===== src/rtl/oled_pixel_streamer.sv =====
// Streams RGB565 frames to an SPI OLED panel: a 6-byte window command, then two
// data bytes per pixel in row-major scan order, repeated while enable is high.
module oled_pixel_streamer #(
  parameter int SPI_DIV   = 4,
  parameter int FETCH_LAT = 2,
  parameter int COLS      = 96,
  parameter int ROWS      = 64
) (
  input  logic        clk,
  input  logic        rst_n,
  input  logic        enable,
  input  logic [15:0] pixel_data,
  output logic [12:0] pixel_index,
  output logic        frame_begin,
  output logic        cs_n,
  output logic        sclk,
  output logic        sdin,
  output logic        d_cn
);
  localparam int DW = $clog2(SPI_DIV + 1);
  localparam int FW = $clog2(FETCH_LAT + 1);
  localparam logic [DW-1:0] DIV_LAST   = DW'(SPI_DIV - 1);
  localparam logic [FW-1:0] FETCH_LAST = FW'(FETCH_LAT);
  localparam logic [12:0]   PIX_LAST   = 13'(COLS * ROWS - 1);

  typedef enum logic [2:0] {IDLE, CMD, FETCH, SEND_HI, SEND_LO} state_t;

  state_t        state, state_nx;
  logic [DW-1:0] div_cnt, div_cnt_nx;
  logic [FW-1:0] fetch_cnt, fetch_cnt_nx;
  logic [2:0]    bit_cnt, bit_cnt_nx;
  logic [2:0]    byte_cnt, byte_cnt_nx;
  logic [6:0]    shift, shift_nx;
  logic [7:0]    pix_lo, pix_lo_nx;
  logic [12:0]   pixel_index_nx;
  logic          frame_begin_nx, cs_n_nx, sclk_nx, sdin_nx, d_cn_nx;
  logic          half_end, byte_end, start, load_en;
  logic [7:0]    load_byte;

  // Column window 0..COLS-1, row window 0..ROWS-1.
  function automatic logic [7:0] cmd_byte(input logic [2:0] idx);
    case (idx)
      3'd0:    cmd_byte = 8'h15;
      3'd1:    cmd_byte = 8'h00;
      3'd2:    cmd_byte = 8'(COLS - 1);
      3'd3:    cmd_byte = 8'h75;
      3'd4:    cmd_byte = 8'h00;
      default: cmd_byte = 8'(ROWS - 1);
    endcase
  endfunction

  assign half_end = (div_cnt == DIV_LAST);
  assign byte_end = half_end && sclk && (bit_cnt == 3'd7);

  always_comb begin
    // NOTE: every variable gets its hold value first so no branch can infer a latch.
    state_nx       = state;
    div_cnt_nx     = div_cnt;
    fetch_cnt_nx   = '0;
    bit_cnt_nx     = bit_cnt;
    byte_cnt_nx    = byte_cnt;
    shift_nx       = shift;
    pix_lo_nx      = pix_lo;
    pixel_index_nx = pixel_index;
    frame_begin_nx = 1'b0;
    cs_n_nx        = cs_n;
    sclk_nx        = sclk;
    sdin_nx        = sdin;
    d_cn_nx        = d_cn;
    start          = 1'b0;
    load_en        = 1'b0;
    load_byte      = 8'h00;

    // Bit engine: sclk low for the first half of a bit, high for the second.
    if (state inside {CMD, SEND_HI, SEND_LO}) begin
      div_cnt_nx = half_end ? '0 : div_cnt + 1'b1;
      if (half_end && !sclk) begin
        sclk_nx = 1'b1;
      end else if (half_end && !byte_end) begin
        sclk_nx    = 1'b0;
        sdin_nx    = shift[6];
        shift_nx   = {shift[5:0], 1'b0};
        bit_cnt_nx = bit_cnt + 3'd1;
      end
    end

    case (state)
      IDLE: start = enable;
      CMD: begin
        if (byte_end) begin
          if (byte_cnt == 3'd5) begin
            state_nx = FETCH;
          end else begin
            byte_cnt_nx = byte_cnt + 3'd1;
            load_en     = 1'b1;
            load_byte   = cmd_byte(byte_cnt + 3'd1);
          end
        end
      end
      FETCH: begin
        // The high byte goes straight into the shifter; together with pix_lo
        // this holds the whole 16-bit word sampled at the latch point.
        if (fetch_cnt == FETCH_LAST) begin
          pix_lo_nx = pixel_data[7:0];
          load_en   = 1'b1;
          load_byte = pixel_data[15:8];
          d_cn_nx   = 1'b1;
          state_nx  = SEND_HI;
        end else begin
          fetch_cnt_nx = fetch_cnt + 1'b1;
        end
      end
      SEND_HI: begin
        if (byte_end) begin
          load_en   = 1'b1;
          load_byte = pix_lo;
          state_nx  = SEND_LO;
        end
      end
      SEND_LO: begin
        if (byte_end) begin
          if (pixel_index != PIX_LAST) begin
            pixel_index_nx = pixel_index + 13'd1;
            state_nx       = FETCH;
          end else begin
            pixel_index_nx = '0;
            if (enable) begin
              start = 1'b1;
            end else begin
              state_nx = IDLE;
              cs_n_nx  = 1'b1;
              d_cn_nx  = 1'b0;
            end
          end
        end
      end
      default: state_nx = IDLE;
    endcase

    if (start) begin
      state_nx       = CMD;
      frame_begin_nx = 1'b1;
      cs_n_nx        = 1'b0;
      d_cn_nx        = 1'b0;
      byte_cnt_nx    = '0;
      load_en        = 1'b1;
      load_byte      = cmd_byte(3'd0);
    end

    if (load_en) begin
      sclk_nx    = 1'b0;
      sdin_nx    = load_byte[7];
      shift_nx   = load_byte[6:0];
      bit_cnt_nx = '0;
      div_cnt_nx = '0;
    end
  end

  // NOTE: non-blocking assignments make all register updates order-independent.
  always_ff @(posedge clk or negedge rst_n) begin
    if (!rst_n) begin
      state       <= IDLE;
      div_cnt     <= '0;
      fetch_cnt   <= '0;
      bit_cnt     <= '0;
      byte_cnt    <= '0;
      shift       <= '0;
      pix_lo      <= '0;
      pixel_index <= '0;
      frame_begin <= 1'b0;
      cs_n        <= 1'b1;
      sclk        <= 1'b1;
      sdin        <= 1'b0;
      d_cn        <= 1'b0;
    end else begin
      state       <= state_nx;
      div_cnt     <= div_cnt_nx;
      fetch_cnt   <= fetch_cnt_nx;
      bit_cnt     <= bit_cnt_nx;
      byte_cnt    <= byte_cnt_nx;
      shift       <= shift_nx;
      pix_lo      <= pix_lo_nx;
      pixel_index <= pixel_index_nx;
      frame_begin <= frame_begin_nx;
      cs_n        <= cs_n_nx;
      sclk        <= sclk_nx;
      sdin        <= sdin_nx;
      d_cn        <= d_cn_nx;
    end
  end
endmodule


===== config.mk =====
export PLATFORM = sky130hd
export DESIGN_NAME = oled_pixel_streamer
export DESIGN_NICKNAME = d
export VERILOG_FILES = /design/src/rtl/oled_pixel_streamer.sv
export SDC_FILE = /design/constraint.sdc
export NUM_CORES = 1
export LEC_CHECK = 0
export ABC_AREA = 1
export CORE_MARGIN = 2
export CORE_UTILIZATION = 35
export DETAILED_ROUTE_END_ITERATION = 12
export PLACE_DENSITY = 0.66
export SETUP_SLACK_MARGIN = 0.2
export SYNTH_ARGS = -nofsm -noshare
export SYNTH_HDL_FRONTEND = slang
export SYNTH_SLANG_ARGS = --single-unit

===== constraint.sdc =====
create_clock -name clk -period 2.45 [get_ports clk]
set_clock_uncertainty 0.05 [all_clocks]
set_input_delay 0.3675 -clock clk [delete_from_list [all_inputs] [get_ports clk]]
set_output_delay 0.3675 -clock clk [all_outputs]
set_load 0.01 [all_outputs]

==> flow_summary.toml <==
[job]
cap_violations = 0

[placed_design]
gp_congestion = 0.9437
dpl.hpwl_um = 4532
port-buffer-count = 36
dp_cells = 496

[sta]
final.min_clock_period_ns = 2.055
worst_slew_margin_rel_pct = 59.74
hold_slack_ns = 0.1069
tightest_slew_ns = 0.6039
hold_viol = 0
fin_setup_tns_ns = 0
finalSetupViolations = 0
fmaxAchievable_ghz = 0.4867
slew_violations = 0
rsz0062_at_grt = "true"
finalCritPeriodShare_pct = 83.87

[setup_path]
path_common_cell = "nand2_1"
rr_worst_depth = 13
cpPeakStageDelay_ns = 0.41
start_kind = "flop"
r2r_end = "pixel_index[7]"
crit_path_end_kind = "flop"
rrSetupSlack_ns = 0.40
path_max_fanout = 6
critical_path_arrival_ns = 2.20
rr_startpoint = "bit_cnt[0]"
worstSetupPathType = "reg2reg"
crit_required_ns = 2.60
path_cells = "ha_1, ha_1, nand2_1, inv_1, nand2_1, nor2_4, buf_12, buf_4, nand3_1, clkinv_1, nand2_1, a21oi_1, o21a_1"
crit_slowest_cell = "dfrtp_1"

[finish]
nFillCells = 772
nets = 437
seq_area_sq_um = 1179
instances_no_fill = 509
antenna_cells = 0
synthToLayoutAreaGrowth_pct = 25.51
drive_above_1_share_pct = 10.98
multiInputGateArea_sq_um = 1314

[yosys]
synth-adder-area-share_pct = 4.251
yosys.area_share.xor_xnor_pct = 0.6613
yosysMostFrequentCell = "nand2_1"
synthesis.nets = 389
synth_compound_area_share_pct = 9.353
yosysTopAreaCellShare_pct = 42.51
netlist-cell-type-count = 32
synth_cells = 361
synthSimpleGateAreaFrac_pct = 33.59
synth_area_sq_um = 2649
yosysSeqAreaShare_pct = 44.50
synth_mux_area_share_pct = 0
synthTopCellsByCount = "nand2_1 (122), dfrtp_1 (45), inv_1 (42)"
syn_area_per_cell_sq_um = 7.337
async_flop_share_pct = 100.0
ys.flop_type = "dfrtp_1"
synth.ff_latch_count = 47
synth.largest_area_cell = "dfrtp_1"
synth_edf_count = 0
synth_top_family_by_area = "simple AND/OR/NAND/NOR gates"
synth_area_leaders = "dfrtp_1 (43%), nand2_1 (17%), inv_1 (6.0%)"
yosysWarnings = 0

[drt]
wl_met3_um = 294
vias = 2433
dr.max_layer_used = "met4"
route.met2.wl_um = 2744
dr.pass1.iters = 4
totalWireLength_um = 6158
first_iter_violations = 124
viasPerCell = 4.780
drc = 0
antenna_left = 0
avgRoutedWirePerCell_um = 12.10
wl_met1_um = 3031

[floorplanning]
fp.dieH_um = 91.00
dieArea_sq_um = 8280
core_sq_um = 7292
io_pins = 37
start_util_pct = 36.32
placementRows = 31
fp.dieW_um = 91.00

[global_routing]
groute.usage.overall_pct = 15.29
overflow = 0
grt_max_degree = 48
grt_pass1_wl_um = 10340
grt_pass1_vias = 2242
antenna_found_initial = 0

[clock_network]
ctsHoldBuffers = 0
cts_buffers = 5
clk_path_buf_depth = 2
cts-htree-levels = 2
clk_pin_slew_worst_paths_ns = 0.09
clock_latency_ns = 0.31
root_buffer = "clkbuf_8"
clock-sinks = 47
cts_tree = "built"

[status]
outcome = "complete, no violations"

[worst_hold_path]
hold_class = "in2async"

[power_and_ir_drop]
power.density_nw_per_um2 = 731.7
ir_drop_mv = 0.2691
p_leak_nw = 1.645
-- metal layers --
| layer | vias to the layer above | GRT usage, % |
|---|---|---|
| li1 | 1243 | - |
| met1 | 1125 | 21.68 |
| met2 | 59 | 23.27 |
| met3 | 6 | 3.071 |
| met4 | 0 | 5.303 |
| met5 | - | 0 |
-- per-stage QoR --
stage          power, mW  instance area, sq um  worst slack [ns]  utilization, %
2_1_floorplan      1.646                  2649            0.5085               -
3_3_place_gp       1.867                  3136            0.2598           43.00
3_5_place_dp       1.885                  3136            0.1404           43.00
4_1_cts            2.414                  3238            0.2321           44.41
5_1_grt            2.633                  3324            0.1872           45.59
6_report           2.432                  3324            0.3952           45.59
-- placed cells by master, fill, tap and decap left out, types with 2 or more instances in the layout --
| cell | count |
|---|---|
| nor3_1 | 9 |
| dfrtp_1 | 45 |
| nor2_4 | 2 |
| nand3_1 | 21 |
| nand4_1 | 3 |
| inv_2 | 4 |
| buf_4 | 7 |
| nand2_1 | 118 |
| dfstp_2 | 2 |
| nand2_2 | 7 |
| a21oi_1 | 8 |
| nand3_2 | 2 |
| nand2_4 | 3 |
| a31oi_1 | 3 |
| nor2_1 | 38 |
| o21bai_1 | 2 |
| inv_1 | 42 |
| o21ai_0 | 19 |
| o211ai_1 | 3 |
| nor2_2 | 7 |
| ha_1 | 9 |
| clkinv_1 | 2 |
| clkdlybuf4s50_1 | 35 |
| clkbuf_8 | 7 |
-- timing repair --
| item | 4_1_cts | 5_1_grt |
|---|---|---|
| setup endpoints to repair | 11 | 19 |
| resized for setup | 1 | 9 |
| hold endpoints to repair | 0 | 0 |
| pin swaps | 0 | 1 |
| setup buffers | 0 | 4 |
| cloned | 0 | 1 |
-- where the power goes --
group          switching, mW  total, mW  internal (mW)
clock                  0.259      0.517          0.258
sequential             0.123       1.09          0.962
combinational          0.507      0.830          0.324
total                  0.889       2.43           1.54
-- worst max path at each step --
stage	depth (start not counted)	startpoint	slack, ns	end
after floorplan	13	bit_cnt[0]	0.51	bit_cnt[0]
after global placement	12	div_cnt[0]	0.26	bit_cnt[0]
after detailed placement	12	div_cnt[0]	0.14	bit_cnt[1]
after CTS	12	div_cnt[0]	0.23	shift[0]
after global routing	12	div_cnt[0]	0.19	pixel_index[7]
final	13	bit_cnt[0]	0.40	pixel_index[7]
-- state kept, by name (all words and copies together), names as in the netlist, 2 cells and up --
register     cells
bit_cnt          3
byte_cnt         3
div_cnt          3
fetch_cnt        2
pix_lo           8
pixel_index     13
shift            7
state            3
-- worst max-delay path: cells and delay by family, from the launching register on --
| family | cells | cell delay (ns) |
|---|---|---|
| simple gates | 5 | 0.50 |
| buf+inv | 4 | 0.44 |
| flops | 1 | 0.41 |
| fa+ha+maj | 2 | 0.39 |
| compound gates | 2 | 0.16 |
-- logic make-up (layout without fill, tap and decap cells) --
group,after synthesis,in the layout
buffers and inverters,52,100
AO/OA/AOI/OAI,41,41
XOR/XNOR,2,2
flip-flops,47,47
AND/OR/NAND/NOR,210,211
adder cells (fa/ha/maj),9,9
-- area by class of cell --
type | count | share of cell area [%]
Clock buffer | 8 | 3.011
Inverter | 48 | 5.420
Timing Repair Buffer | 44 | 12.87
Tap cell | 99 | 3.726
Sequential cell | 47 | 35.45
Multi-Input combinational cell | 263 | 39.52
(Power assumes the default switching activity.)
